### src/rtl/lock_pkg.sv
// Shared types, key codes and sizing helpers for the door-lock sequencer.
package lock_pkg;

  typedef enum logic [2:0] {
    ST_IDLE     = 3'd0,
    ST_CHECK_FP = 3'd1,
    ST_PIN      = 3'd2,
    ST_UNLOCK   = 3'd3,
    ST_LOCKOUT  = 3'd4
  } lock_state_e;

  localparam logic [3:0] KEY_CANCEL    = 4'hF;
  localparam logic [3:0] KEY_DIGIT_MAX = 4'd9;

  // Width that can hold (max cycles - 1) of every timed state.
  function automatic int timer_width(input int a, input int b, input int c);
    int m;
    m = a;
    if (b > m) m = b;
    if (c > m) m = c;
    return (m < 2) ? 1 : $clog2(m);
  endfunction

  function automatic logic [15:0] pin_mask(input int len);
    return 16'((32'd1 << (4 * len)) - 32'd1);
  endfunction

endpackage

### src/rtl/lock_sequencer_if.sv
// Sensor/keypad/actuator bundle between the lock sequencer and its surroundings.
interface lock_sequencer_if;

  logic       fp_valid;
  logic [7:0] fp_data;
  logic [7:0] fp_to_cmp;
  logic       cmp_mismatch;
  logic       btn_valid;
  logic [3:0] btn;
  logic       unlock;
  logic       alarm;
  logic       busy;
  logic [1:0] fail_cnt;
  logic [2:0] state_o;

  modport master (
    output fp_valid, fp_data, cmp_mismatch, btn_valid, btn,
    input  fp_to_cmp, unlock, alarm, busy, fail_cnt, state_o
  );

  modport slave (
    input  fp_valid, fp_data, cmp_mismatch, btn_valid, btn,
    output fp_to_cmp, unlock, alarm, busy, fail_cnt, state_o
  );

endinterface

### src/rtl/lock_pin_collector.sv
// Keypad PIN collector: shifts digits in, tracks the digit index and flags done/ok/cancel/timeout.
module lock_pin_collector
  import lock_pkg::*;
#(
  parameter int          PIN_LEN  = 4,
  parameter logic [15:0] PIN_CODE = 16'h1234
) (
  input  logic       clk,
  input  logic       rst_n,
  input  logic       i_active,
  input  logic       i_clear,
  input  logic       i_btn_valid,
  input  logic [3:0] i_btn,
  input  logic       i_timer_zero,
  output logic       o_digit,
  output logic       o_done,
  output logic       o_ok,
  output logic       o_cancel,
  output logic       o_timeout
);

  localparam logic [15:0] MASK     = pin_mask(PIN_LEN);
  localparam logic [1:0]  LAST_IDX = 2'(PIN_LEN - 1);

  logic [1:0]  r_index;
  logic [11:0] r_shift;
  logic [15:0] w_shift_next;
  logic        w_key_valid;

  assign w_key_valid  = i_active & i_btn_valid;
  assign o_digit      = w_key_valid && (i_btn <= KEY_DIGIT_MAX);
  assign o_cancel     = w_key_valid && (i_btn == KEY_CANCEL);
  assign o_done       = o_digit && (r_index == LAST_IDX);
  assign w_shift_next = {r_shift, i_btn};
  // Older digits from a previous attempt fall outside the mask.
  assign o_ok         = ((w_shift_next & MASK) == (PIN_CODE & MASK));
  assign o_timeout    = i_active && i_timer_zero && !o_digit && !o_cancel;

  always_ff @(posedge clk or negedge rst_n) begin
    if (!rst_n) begin
      r_index <= 2'd0;
      r_shift <= 12'd0;
    end else if (i_clear) begin
      r_index <= 2'd0;
      r_shift <= 12'd0;
    end else if (o_digit) begin
      r_shift <= w_shift_next[11:0];
      r_index <= o_done ? 2'd0 : r_index + 2'd1;
    end
  end

endmodule

### src/rtl/lock_sequencer.sv
// Door-lock sequencer: fingerprint check, optional keypad PIN (LOCK_PIN_EN), unlock pulse and lockout.
module lock_sequencer
  import lock_pkg::*;
#(
  parameter int          PIN_LEN        = 4,
  parameter logic [15:0] PIN_CODE       = 16'h1234,
  parameter int          UNLOCK_CYCLES  = 8,
  parameter int          LOCKOUT_CYCLES = 16,
  parameter int          MAX_FAIL       = 3,
  parameter int          TIMEOUT_CYCLES = 32
) (
  input logic             clk,
  input logic             rst_n,
  lock_sequencer_if.slave bus
);

  localparam int TW = timer_width(UNLOCK_CYCLES, LOCKOUT_CYCLES, TIMEOUT_CYCLES);
  localparam logic [TW-1:0] UNLOCK_LOAD  = TW'(UNLOCK_CYCLES - 1);
  localparam logic [TW-1:0] LOCKOUT_LOAD = TW'(LOCKOUT_CYCLES - 1);
  localparam logic [1:0]    FAIL_LIMIT   = 2'(MAX_FAIL);

  lock_state_e   r_state;
  lock_state_e   w_next_state;
  logic [TW-1:0] r_timer;
  logic [TW-1:0] w_timer_next;
  logic [1:0]    r_fail_cnt;
  logic [1:0]    w_fail_next;
  logic [1:0]    w_fail_inc;
  logic [7:0]    r_fp;
  logic          r_unlock;
  logic          r_alarm;
  logic          r_busy;
  logic          w_capture;
  logic          w_fail_event;
  logic          w_timer_zero;

  assign w_fail_inc   = r_fail_cnt + 2'd1;
  assign w_timer_zero = (r_timer == '0);

`ifdef LOCK_PIN_EN
  localparam logic [TW-1:0] TIMEOUT_LOAD = TW'(TIMEOUT_CYCLES - 1);

  logic w_pin_clear;
  logic w_pin_digit;
  logic w_pin_done;
  logic w_pin_ok;
  logic w_pin_cancel;
  logic w_pin_timeout;

  lock_pin_collector #(
    .PIN_LEN  (PIN_LEN),
    .PIN_CODE (PIN_CODE)
  ) u_pin (
    .clk          (clk),
    .rst_n        (rst_n),
    .i_active     (r_state == ST_PIN),
    .i_clear      (w_pin_clear),
    .i_btn_valid  (bus.btn_valid),
    .i_btn        (bus.btn),
    .i_timer_zero (w_timer_zero),
    .o_digit      (w_pin_digit),
    .o_done       (w_pin_done),
    .o_ok         (w_pin_ok),
    .o_cancel     (w_pin_cancel),
    .o_timeout    (w_pin_timeout)
  );
`else
  // Keypad and PIN configuration are deliberately unused in this build.
  logic        w_unused_btn;
  logic [15:0] w_unused_cfg;
  assign w_unused_btn = ^{bus.btn_valid, bus.btn};
  assign w_unused_cfg = PIN_CODE ^ 16'(PIN_LEN);
`endif

  always_comb begin
    w_next_state = r_state;
    w_timer_next = r_timer;
    w_fail_next  = r_fail_cnt;
    w_capture    = 1'b0;
    w_fail_event = 1'b0;
`ifdef LOCK_PIN_EN
    w_pin_clear  = 1'b0;
`endif
    case (r_state)
      ST_IDLE: begin
        if (bus.fp_valid) begin
          w_capture    = 1'b1;
          w_next_state = ST_CHECK_FP;
        end
      end
      ST_CHECK_FP: begin
        if (bus.cmp_mismatch) begin
          w_fail_event = 1'b1;
        end else begin
`ifdef LOCK_PIN_EN
          w_next_state = ST_PIN;
          w_pin_clear  = 1'b1;
          w_timer_next = TIMEOUT_LOAD;
`else
          w_next_state = ST_UNLOCK;
          w_timer_next = UNLOCK_LOAD;
          w_fail_next  = 2'd0;
`endif
        end
      end
`ifdef LOCK_PIN_EN
      ST_PIN: begin
        if (w_pin_digit) begin
          w_timer_next = TIMEOUT_LOAD;
          if (w_pin_done) begin
            if (w_pin_ok) begin
              w_next_state = ST_UNLOCK;
              w_timer_next = UNLOCK_LOAD;
              w_fail_next  = 2'd0;
            end else begin
              w_fail_event = 1'b1;
            end
          end
        end else if (w_pin_cancel) begin
          w_next_state = ST_IDLE;
        end else if (w_pin_timeout) begin
          w_fail_event = 1'b1;
        end else begin
          w_timer_next = r_timer - TW'(1);
        end
      end
`endif
      ST_UNLOCK: begin
        if (w_timer_zero) w_next_state = ST_IDLE;
        else              w_timer_next = r_timer - TW'(1);
      end
      ST_LOCKOUT: begin
        if (w_timer_zero) begin
          w_next_state = ST_IDLE;
          w_fail_next  = 2'd0;
        end else begin
          w_timer_next = r_timer - TW'(1);
        end
      end
      default: w_next_state = ST_IDLE;
    endcase

    // Every failure path funnels through here so counting and lockout stay in one place.
    if (w_fail_event) begin
      w_fail_next = w_fail_inc;
      if (w_fail_inc == FAIL_LIMIT) begin
        w_next_state = ST_LOCKOUT;
        w_timer_next = LOCKOUT_LOAD;
      end else begin
        w_next_state = ST_IDLE;
      end
    end
  end

  always_ff @(posedge clk or negedge rst_n) begin
    if (!rst_n) begin
      r_state    <= ST_IDLE;
      r_timer    <= '0;
      r_fail_cnt <= 2'd0;
      r_fp       <= 8'd0;
      r_unlock   <= 1'b0;
      r_alarm    <= 1'b0;
      r_busy     <= 1'b0;
    end else begin
      r_state    <= w_next_state;
      r_timer    <= w_timer_next;
      r_fail_cnt <= w_fail_next;
      if (w_capture) r_fp <= bus.fp_data;
      r_unlock   <= (w_next_state == ST_UNLOCK);
      r_alarm    <= (w_next_state == ST_LOCKOUT);
      r_busy     <= (w_next_state != ST_IDLE);
    end
  end

  assign bus.fp_to_cmp = r_fp;
  assign bus.unlock    = r_unlock;
  assign bus.alarm     = r_alarm;
  assign bus.busy      = r_busy;
  assign bus.fail_cnt  = r_fail_cnt;
  assign bus.state_o   = r_state;

endmodule

### src/flat_wrapper.sv
// flat-port wrapper written by rule: the top's interface ports become plain ports
module lock_sequencer_flat import lock_pkg::*;
#(
  parameter int          PIN_LEN        = 4,
  parameter logic [15:0] PIN_CODE       = 16'h1234,
  parameter int          UNLOCK_CYCLES  = 8,
  parameter int          LOCKOUT_CYCLES = 16,
  parameter int          MAX_FAIL       = 3,
  parameter int          TIMEOUT_CYCLES = 32
)
  (clk, rst_n, bus_fp_valid, bus_fp_data, bus_cmp_mismatch, bus_btn_valid, bus_btn, bus_fp_to_cmp, bus_unlock, bus_alarm, bus_busy, bus_fail_cnt, bus_state_o);
  lock_sequencer_if bus_i ();
  input logic clk;
  input logic rst_n;
  input wire logic [$bits(bus_i.fp_valid)-1:0] bus_fp_valid;
  input wire logic [$bits(bus_i.fp_data)-1:0] bus_fp_data;
  input wire logic [$bits(bus_i.cmp_mismatch)-1:0] bus_cmp_mismatch;
  input wire logic [$bits(bus_i.btn_valid)-1:0] bus_btn_valid;
  input wire logic [$bits(bus_i.btn)-1:0] bus_btn;
  output wire logic [$bits(bus_i.fp_to_cmp)-1:0] bus_fp_to_cmp;
  output wire logic [$bits(bus_i.unlock)-1:0] bus_unlock;
  output wire logic [$bits(bus_i.alarm)-1:0] bus_alarm;
  output wire logic [$bits(bus_i.busy)-1:0] bus_busy;
  output wire logic [$bits(bus_i.fail_cnt)-1:0] bus_fail_cnt;
  output wire logic [$bits(bus_i.state_o)-1:0] bus_state_o;
  assign bus_i.fp_valid = bus_fp_valid;
  assign bus_i.fp_data = bus_fp_data;
  assign bus_i.cmp_mismatch = bus_cmp_mismatch;
  assign bus_i.btn_valid = bus_btn_valid;
  assign bus_i.btn = bus_btn;
  assign bus_fp_to_cmp = bus_i.fp_to_cmp;
  assign bus_unlock = bus_i.unlock;
  assign bus_alarm = bus_i.alarm;
  assign bus_busy = bus_i.busy;
  assign bus_fail_cnt = bus_i.fail_cnt;
  assign bus_state_o = bus_i.state_o;
  lock_sequencer #(.PIN_LEN(PIN_LEN), .PIN_CODE(PIN_CODE), .UNLOCK_CYCLES(UNLOCK_CYCLES), .LOCKOUT_CYCLES(LOCKOUT_CYCLES), .MAX_FAIL(MAX_FAIL), .TIMEOUT_CYCLES(TIMEOUT_CYCLES)) u_core (.clk(clk), .rst_n(rst_n), .bus(bus_i));
endmodule
### config.mk
export PLATFORM = sky130hd
export DESIGN_NAME = lock_sequencer_flat
export DESIGN_NICKNAME = d
export VERILOG_FILES = /design/src/rtl/lock_pkg.sv /design/src/rtl/lock_sequencer_if.sv /design/src/rtl/lock_pin_collector.sv /design/src/rtl/lock_sequencer.sv /design/src/flat_wrapper.sv
export SDC_FILE = /design/constraint.sdc
export NUM_CORES = 1
export LEC_CHECK = 0
export ABC_CLOCK_PERIOD_IN_PS = 1830
export CAP_MARGIN = 20
export CORE_MARGIN = 8
export CORE_UTILIZATION = 41
export DETAILED_ROUTE_END_ITERATION = 8
export PLACE_DENSITY = 0.79
export SLEW_MARGIN = 20
export SYNTH_ARGS = -nofsm -noshare
export SYNTH_HDL_FRONTEND = slang
export SYNTH_HIERARCHICAL = 1
export SYNTH_SLANG_ARGS = --single-unit
### constraint.sdc
create_clock -name clk -period 1.83 [get_ports clk]
set_clock_uncertainty 0.2 [all_clocks]
set_input_delay 0.366 -clock clk [delete_from_list [all_inputs] [get_ports clk]]
set_output_delay 0.366 -clock clk [all_outputs]
set_load 0.01 [all_outputs]
==> results.md, run 1 <==
* Hold-fix buffers, CTS at 0
* Final Hold Fails at 0
* Mapped cell area at 1045 um2
* Syn. warnings at 6
* CP endpoint kind: register
* Fmax at 551.0 MHz
* Die area at 4420 um2
* Placement Cell Area at 1406 um2
* Initial DRC Count at 16
* Sink Count at 21
* Net count after synthesis at 103
* DPL Wire Length at 1785 um
* NumNets Final at 147
* Non-Filler Instances at 157
* Maximum clock path buffer count at 2
* Power Dens Cells at 1621 nW/um2
* Max-cap violation count at 0
* Congestion Overflow GR at 0
* Largest net degree at the start of global routing at 22
* Die Y at 66.48 um
* Crit path arrival time at 1850 ps
* Slew at the pin closest to its max-slew limit at 391.0 ps
* Root Buffer Master: clkbuf_4
* Share of layout cells above drive strength 1 at 0.3228
* Vias in the first global route at 905
* Die W at 66.48 um
* DR WL/cell at 16.59 um
* RD Place Congestion at 0.8750
* DRT Pass-1 Iters at 4
* Clock buffer count from CTS at 3
* Design area at 1539 um2
* Status: completed
* Cells after DPL at 148
* Clk_lat worst skew at 310 ps
* Inserted Diodes at 0
* First-pass GRT wire length at 4126 um
* Synthesized flop and latch total at 21
* Critical Path Source Type: register
* Mapped Cells at 84
* Fin crit period at 1815 ps
* Row count at 18
* Antenna violations before repair at 0
* Setup CP Type: reg -> reg
* Critical Path RT at 1870 ps
* Core Area at 2455 um2
* Maximum VDD drop at 1.155 mV
* Htree depth at 1
* Max-slew headroom at 0.7388
* Area Overhead vs Synth at 47.31%
* Syn_area_per_cell at 12.44 um2
* Total I/O pin count at 33
* DR DRC count at 0
* Antenna viol nets, final at 0
* Via/cell ratio at 5.395
* CTS tree: done
* Sequential share of the synthesized area at 0.5030
* Total Routing Usage GR at 0.1226
* PortBufs at 27
* Initial Util at 0.4256
* Fillers at 191
* Final Setup Violations at 0
* Hold WC Path Type: in -> async
* Distinct cells, synth at 36
* Worst-path clk slew at 120 ps
* Final Cycle Share at 0.9917
* Max Fanout on Critical Path at 4
* Slew Limit Fails at 0
* Wire length after detailed routing at 2604 um
* Vias at 847
* Final core utilization at 0.6269
* Leakage Power at 0.7601 nW
synthesized netlist by cell type, drive strengths merged:
library cell   n  area, um2
and4bb         1      12.51
and2b          1      7.510
and3b          1      8.760
o2111ai        1      8.760
or2            2      12.51
nor2b          2      12.51
a2111oi        2      23.77
o311ai         1      8.760
o221ai         1      8.760
nor3           1      5.000
dfrtp         21      525.5
inv            6      22.52
nor4b          3      56.31
nor2           3      11.26
nand2          3      11.26
nor3b          2      15.01
nand3b         1      7.510
ha             2      25.02
mux2i          2      20.02
a22oi          1      7.510
nand2b         3      18.77
or4b           1      13.76
o21ai          2      13.76
a32oi          1      8.760
o311a          1      10.01
a21oi          3      15.01
mux2           8      90.09
o22a           1      8.760
a311o          1      10.01
buf            3      21.27
xnor2          1      8.760
o211ai         2      15.01
per-layer routing:
layer	GRT usage	vias up	routed length [um]
met3	0.05705	5	234
met5	0	-	0
met2	0.1906	28	1236
met1	0.1371	418	1086
li1	-	396	-
met4	0.06400	0	46
final timing paths:
path                                         startpoint                 endpoint  slack, ps  depth (start not counted)
worst max-delay path                  u_core/r_timer[1]        u_core/r_timer[1]         20                          5
worst min-delay path                              rst_n  u_core/bus.fp_to_cmp[3]        170                          2
worst max register to register        u_core/r_timer[1]        u_core/r_timer[1]         20                          5
worst min register to register  u_core/bus.fp_to_cmp[6]  u_core/bus.fp_to_cmp[6]        310                          1
max in group asynchronous                         rst_n    u_core/bus.state_o[1]       1020                          2
min in group clk                u_core/bus.fp_to_cmp[6]  u_core/bus.fp_to_cmp[6]        310                          1
logic make-up after synthesis:
family | count (synthesis) | synth area share
simple gates | 24 | 0.1844
fa+ha+maj | 2 | 0.02395
compound gates | 17 | 0.1329
flops | 21 | 0.5030
buf+inv | 9 | 0.04191
mux | 10 | 0.1054
xor+xnor | 1 | 0.008385
cell usage in the layout, fill, tap and decap left out, types with 2 or more instances in the layout:
cell	n
buf_4	15
a21oi_1	3
inv_1	6
clkbuf_4	3
dlymetal6s2s_1	11
dfrtp_1	18
dfrtp_2	3
nor2b_1	2
clkdlybuf4s50_1	15
nor2_1	3
nand2b_1	3
nor4b_4	2
mux2i_1	2
o211ai_1	2
mux2_2	8
nand2_1	3
or2_2	2
critical path, stage by stage, from the launching register on:
cell and delay [ps]:
dfrtp_1 410, inv_1 100, ha_4 140, or4b_4 500, o21ai_4 130, mux2i_1 240
through the flow:
step / setup WS, ps / total power, mW / setup TNS (ps) / hold slack, ps
floorplan: 105.3 / 1.541 / 0 / -129.6
global placement: -40.83 / 2.109 / -312.4 / 289.1
detailed placement: -84.01 / 2.153 / -564.6 / 295.5
CTS: 7.100 / 2.452 / 0 / 186.0
global route: -30.78 / 2.663 / -69.60 / 192.8
finish: 15.18 / 2.495 / 0 / 170.1
power by group:
group | total, mW | internal [mW] | leakage [nW] | switching [mW]
registers | 0.794 | 0.676 | 0.248 | 0.117
logic | 1.46 | 0.793 | 0.497 | 0.672
clock network | 0.237 | 0.0853 | 0.0150 | 0.152
final cells by class:
cell class	count	area, um2	area share
tap	30	37.54	0.02439
clock buffer	4	26.28	0.01707
inverter	6	22.52	0.01463
sequential	21	529.3	0.3439
multi-input combinational	54	514.2	0.3341
timing repair buffer	42	409.1	0.2659
repair_timing:
item | in CTS | in global routing
resized for setup | 4 | 17
gates cloned | 0 | 0
buffers inserted | 4 | 1
endpoints found under the setup margin | 5 | 18
flip-flops by register name, summed over array words and instances, names as in the netlist:
signal / flops
u_core/bus.busy: 1
u_core/bus.state_o: 3
u_core/bus.fp_to_cmp: 8
u_core/bus.alarm: 1
u_core/bus.fail_cnt: 2
u_core/r_timer: 5
u_core/bus.unlock: 1
Power figures use the tool's default switching activity.
==> run 2: changes to the inputs <==
--- a/config.mk
+++ b/config.mk
@@ -5,12 +5,12 @@
 export SDC_FILE = /design/constraint.sdc
 export NUM_CORES = 1
 export LEC_CHECK = 0
-export ABC_CLOCK_PERIOD_IN_PS = 1830
+export ABC_CLOCK_PERIOD_IN_PS = 1700
 export CAP_MARGIN = 20
 export CORE_MARGIN = 8
-export CORE_UTILIZATION = 41
+export CORE_UTILIZATION = 45
 export DETAILED_ROUTE_END_ITERATION = 8
-export PLACE_DENSITY = 0.79
+export PLACE_DENSITY = 0.82
 export SLEW_MARGIN = 20
 export SYNTH_ARGS = -nofsm -noshare
 export SYNTH_HDL_FRONTEND = slang
==> constraint.sdc (replaced) <==
create_clock -name clk -period 1.7 [get_ports clk]
set_clock_uncertainty 0.2 [all_clocks]
set_input_delay 0.34 -clock clk [delete_from_list [all_inputs] [get_ports clk]]
set_output_delay 0.34 -clock clk [all_outputs]
set_load 0.01 [all_outputs]
==> results.md, run 2 (synthesized netlist as in run 1, its figures left out) <==
* Unrepaired setup endpoints after global routing: true
* Maximum VDD drop at 1.269 mV
* Area Overhead vs Synth at 55.69%
* Total I/O pin count at 33
* First-pass GRT wire length at 4609 um
* Fmax at 563.5 MHz
* Hold_ws at 155.2 ps
* NumNets Final at 158
* Initial DRC Count at 18
* Sink Count at 21
* Hold WC Path Type: in -> async
* Slew Limit Fails at 0
* Max-cap violation count at 0
* Leakage Power at 0.7637 nW
* Final Cycle Share at 1.044
* Congestion Overflow GR at 0
* Antenna viol nets, final at 0
* Worst r2r path cells at 5
* CP endpoint kind: register
* CP endpoint: u_core/r_timer[1]
* Htree depth at 1
* Die Y at 64.19 um
* Worst reg2reg setup slack at -70 ps
* Row count at 17
* Total Routing Usage GR at 0.1376
* PortBufs at 27
* Worst setup path startpoint: u_core/r_timer[1]
* Setup ws final at -74.62 ps
* Max-slew headroom at 0.7643
* Largest net degree at the start of global routing at 22
* Slew at the pin closest to its max-slew limit at 344.6 ps
* RD Place Congestion at 0.8923
* Clock buffer count from CTS at 3
* Core Area at 2212 um2
* DR WL/cell at 17.82 um
* Setup CP Type: reg -> reg
* Final Hold Fails at 0
* Die W at 64.19 um
* Final Setup Violations at 7
* Inserted Diodes at 0
* Failing checks: negative setup slack
* Most frequent cells in the layout: buf_4 (24), dfrtp_1 (18), dlygate4sd2_1 (15)
* Status: finished with violations
* DRT Pass-1 Iters at 4
* CTS tree: done
* Wire length after detailed routing at 2958 um
* Die area at 4120 um2
* DR DRC count at 0
* Initial Util at 0.4723
* Vias in the first global route at 969
* Critical Path Source Type: register
* Power Dens Cells at 1786 nW/um2
* Maximum clock path buffer count at 2
* Critical Path RT at 1740 ps
* Max FFs per register at 8
* Most common cell after layout, fill and taps aside: buf_4
* Share of layout cells above drive strength 1 at 0.4130
* Via/cell ratio at 5.464
* Antenna violations before repair at 0
* Reg-to-reg endpoint: u_core/r_timer[1]
* Worst-path clk slew at 120 ps
* Clk_lat worst skew at 310 ps
* Power Total at 2.906 mW
* Crit path arrival time at 1810 ps
* Vias at 907
* Reg2reg start: u_core/r_timer[1]
* Fin crit period at 1775 ps
* Root Buffer Master: clkbuf_4
* Max Fanout on Critical Path at 4
## run 2: cell types whose count changed in the layout (fill, tap and decap cells not counted), moves of 3 or more
cell / change
dlymetal6s2s_1: -11
mux2_4: +8
mux2_2: -8
buf_6: +3
buf_4: +9
clkdlybuf4s50_1: -4
dlygate4sd2_1: +14
## run 2: power by group
group          leakage [nW]  switching [mW]  internal (mW)
combinational         0.501           0.818          0.981
clock                0.0150           0.161         0.0917
sequential            0.248           0.125          0.728
## run 2: final cells by class
class,instances,area (um2)
Sequential cell,21,529.3
Fill cell,168,585.6
Clock buffer,4,26.28
Tap cell,28,35.03
Timing Repair Buffer,53,455.4
Inverter,6,22.52
Multi-Input combinational cell,54,558.0
## run 2: routing by layer
layer	global-route usage	wire length, um	up-vias
li1	-	-	419
met1	0.1667	1234	448
met2	0.2158	1446	33
met3	0.05401	209	7
met4	0.05177	68	0
met5	0	0	-
## run 2: worst min path at each step
stage,cells after the start,endpoint,slack (ps),from
4_1_cts,2,u_core/r_timer[3],170,rst_n
6_report,2,u_core/r_timer[3],160,rst_n
5_1_grt,2,u_core/r_timer[3],200,rst_n
2_1_floorplan,0,u_core/bus.alarm,-160,rst_n
3_5_place_dp,1,u_core/bus.fp_to_cmp[6],300,u_core/bus.fp_to_cmp[6]
3_3_place_gp,1,u_core/bus.fp_to_cmp[4],290,u_core/bus.fp_to_cmp[4]
## run 2: repair_timing
item	4_1_cts	5_1_grt
pin swaps	2	6
resized for setup	26	18
cloned	0	1
hold buffers	0	0
setup buffers	6	5
endpoints found under the setup margin	25	20
## run 2: critical path, stage by stage (launching register included)
cell     delay, ps
dfrtp_1        410
inv_2           80
ha_4           140
or4b_4         510
o21ai_4        120
mux2i_1        240
## run 2: metrics by stage
| step | cells | util | TNS (ps) | setup WS, ps | area [um2] |
|---|---|---|---|---|---|
| floorplan | 84 | - | 0 | 0.7299 | 1045 |
| global placement | 150 | 0.6482 | -1389 | -147.0 | 1434 |
| detailed placement | 150 | 0.6482 | -1786 | -199.9 | 1434 |
| CTS | 160 | 0.6906 | -232.7 | -70.63 | 1528 |
| global route | 166 | 0.7353 | -884.6 | -126.2 | 1627 |
| finish | 166 | 0.7353 | -243.2 | -74.62 | 1627 |
==> run 3: changes to the inputs <==
--- a/config.mk
+++ b/config.mk
@@ -8,11 +8,10 @@
 export ABC_CLOCK_PERIOD_IN_PS = 1700
 export CAP_MARGIN = 20
 export CORE_MARGIN = 8
-export CORE_UTILIZATION = 45
+export CORE_UTILIZATION = 44
 export DETAILED_ROUTE_END_ITERATION = 8
-export PLACE_DENSITY = 0.82
+export PLACE_DENSITY = 0.81
 export SLEW_MARGIN = 20
 export SYNTH_ARGS = -nofsm -noshare
 export SYNTH_HDL_FRONTEND = slang
-export SYNTH_HIERARCHICAL = 1
 export SYNTH_SLANG_ARGS = --single-unit
==> results.md, run 3 <==
* Die area at 4046 um2
* Cells after DPL at 159
* Root Buffer Master: clkbuf_4
* Synth cell count leaders: dfrtp_1 (21), a21oi_1 (11), mux2_2 (8), nor2_1 (8)
* Max-slew headroom at 0.8082
* Critical Path RT at 1690 ps
* Sequential Power Share at 0.325
* Share of layout cells above drive strength 1 at 0.3681
* Total Routing Usage GR at 0.1278
* Setup CP Type: reg -> reg
* Most common cell after layout, fill and taps aside: buf_4
* Multi-input logic area at 461.7 um2
* Asr flop ratio synth at 1.000
* PortBufs at 27
* Initial DRC Count at 35
* DRT Pass-1 Iters at 4
* Die W at 63.61 um
* Antenna violations before repair at 0
* Antenna viol nets, final at 0
* Status: finished with violations
* Area Overhead vs Synth at 53.45%
* Largest net degree at the start of global routing at 22
* Sw Share at 0.3780
* NumNets Final at 164
* Setup ws final at -11.08 ps
* Sequential share of the synthesized area at 0.5270
* Most frequent cells in the layout: buf_4 (26), dfrtp_1 (19), dlygate4sd2_1 (15)
* Wire length after detailed routing at 2610 um
* Power Dens Cells at 1730 nW/um2
* Unrepaired setup endpoints after global routing: true
* Hold-fix buffers, CTS at 0
* Final Cycle Share at 1.007
* CTS tree: done
* Failing checks: negative setup slack
* Post-synth EDFFs at 0
* Non-Filler Instances at 172
* P_int at 1.647 mW
* Fmax at 584.4 MHz
* RD Place Congestion at 0.8476
* Leakage Power at 0.7199 nW
* Maximum clock path buffer count at 2
* Congestion Overflow GR at 0
* Sink Count at 21
* Clock buffer count from CTS at 3
* Max-cap violation count at 0
* DPL Wire Length at 1876 um
* Synth area leaders: dfrtp_1 (53%), mux2_2 (9.0%), a21oi_1 (5.5%), nor2_1 (3.0%), ha_1 (2.5%)
* Comb power frac at 0.585
* Mapped cell area at 997.2 um2
* Hold WC Path Type: in -> async
* Crit path arrival time at 1710 ps
* DR DRC count at 0
* Htree depth at 1
* Slew Limit Fails at 0
* Fin crit period at 1711 ps
* Worst-path clk slew at 120 ps
* Inserted Diodes at 0
* Via/cell ratio at 5.116
* Synth area leader: dfrtp_1
* Clk_lat worst skew at 300 ps
* Top-count cell post-synth: dfrtp_1
* Die Y at 63.61 um
* Initial Util at 0.4596
* Part of the power in the clock network at 0.090
* Final Setup Violations at 2
* Max FFs per register at 8
* Critical Path Source Type: register
* Syn_area_per_cell at 11.20 um2
* Vias at 880
* Fillers at 185
* Slew at the pin closest to its max-slew limit at 286.1 ps
* CP endpoint kind: register
* P_sw at 1.001 mW
* Worst reg2reg setup slack at -10 ps
* Distinct cells, synth at 31
* Synth top area share at 0.5270
* Total I/O pin count at 33
* Ys flop type: dfrtp_1
* Final Hold Fails at 0
* Mapped Cells at 89
* Net count after synthesis at 108
* Max Fanout on Critical Path at 5
* Final core utilization at 0.7053
* Vias in the first global route at 960
* Synthesized flop and latch total at 21
* Register area at 528.0 um2
* Maximum VDD drop at 1.090 mV
* First-pass GRT wire length at 4243 um
* Core Area at 2170 um2
* Row count at 17
* Syn. warnings at 0
* DR WL/cell at 15.17 um
run 3: what timing repair did:
| action | in CTS | in global routing |
|---|---|---|
| resized for setup | 21 | 6 |
| setup buffers | 5 | 4 |
| setup endpoints to repair | 26 | 12 |
| pin swaps | 2 | 2 |
run 3: area by class of cell:
type / instances / share of cell area
sequential: 21 / 0.3451
multi-input combinational: 60 / 0.3017
timing repair buffer: 54 / 0.3001
tap: 28 / 0.02289
clock buffer: 3 / 0.01472
inverter: 5 / 0.01226
clock inverter: 1 / 0.003271
run 3: cells by family after synthesis:
kind of cell    count (synthesis)  synth area share
xor+xnor                        1          0.008785
flops                          21            0.5270
buf+inv                         8           0.03889
compound gates                 22            0.1506
mux                             8           0.09034
simple gates                   27            0.1593
fa+ha+maj                       2           0.02509
run 3: metal layers:
metal / vias up / track usage / share of wire
met1: 420 / 0.1323 / 0.39
met3: 6 / 0.04770 / 0.071
met2: 28 / 0.2281 / 0.51
met4: 0 / 0.04735 / 0.020
met5: - / 0 / 0
li1: 426 / - / -
run 3: worst paths after layout:
path / start / endpoint / depth (start not counted)
worst max register to register: u_core.bus.state_o[1] / u_core.r_timer[2] / 5
max in group asynchronous: rst_n / u_core.bus.state_o[1] / 2
worst min-delay path: rst_n / u_core.bus.fail_cnt[1] / 2
min in group clk: u_core.bus.fp_to_cmp[6] / u_core.bus.fp_to_cmp[6] / 1
worst max-delay path: u_core.bus.state_o[1] / u_core.r_timer[2] / 5
worst min register to register: u_core.bus.fp_to_cmp[6] / u_core.bus.fp_to_cmp[6] / 1
run 3: power groups by stage:
stage / clock, mW / sequential [mW] / combinational, mW
finish: 0.238 / 0.861 / 1.55
global route: 0.265 / 0.888 / 1.69
CTS: 0.247 / 0.860 / 1.48
detailed placement: 0 / 0.903 / 1.48
global placement: 0 / 0.885 / 1.43
floorplan: 0 / 0.974 / 0.651
run 3: worst max-delay path: stages, from the launching register on:
cell	delay (ps)
dfrtp_2	430
buf_6	130
or3b_4	430
nand2_2	100
a21oi_2	50
a311o_1	260
run 3: per-stage QoR:
stage               area [um2]  setup TNS [ps]  hold slack, ps  setup slack (ps)  total power [mW]
floorplan                 1010               0          -155.6             6.656             1.626
global placement          1430           -2006           288.5            -234.4             2.317
detailed placement        1430           -2350           298.1            -271.4             2.379
CTS                       1486          -23.13           163.5            -23.13             2.583
global route              1530          -180.9           180.0            -52.45             2.843
finish                    1530          -12.84           164.7            -11.08             2.648
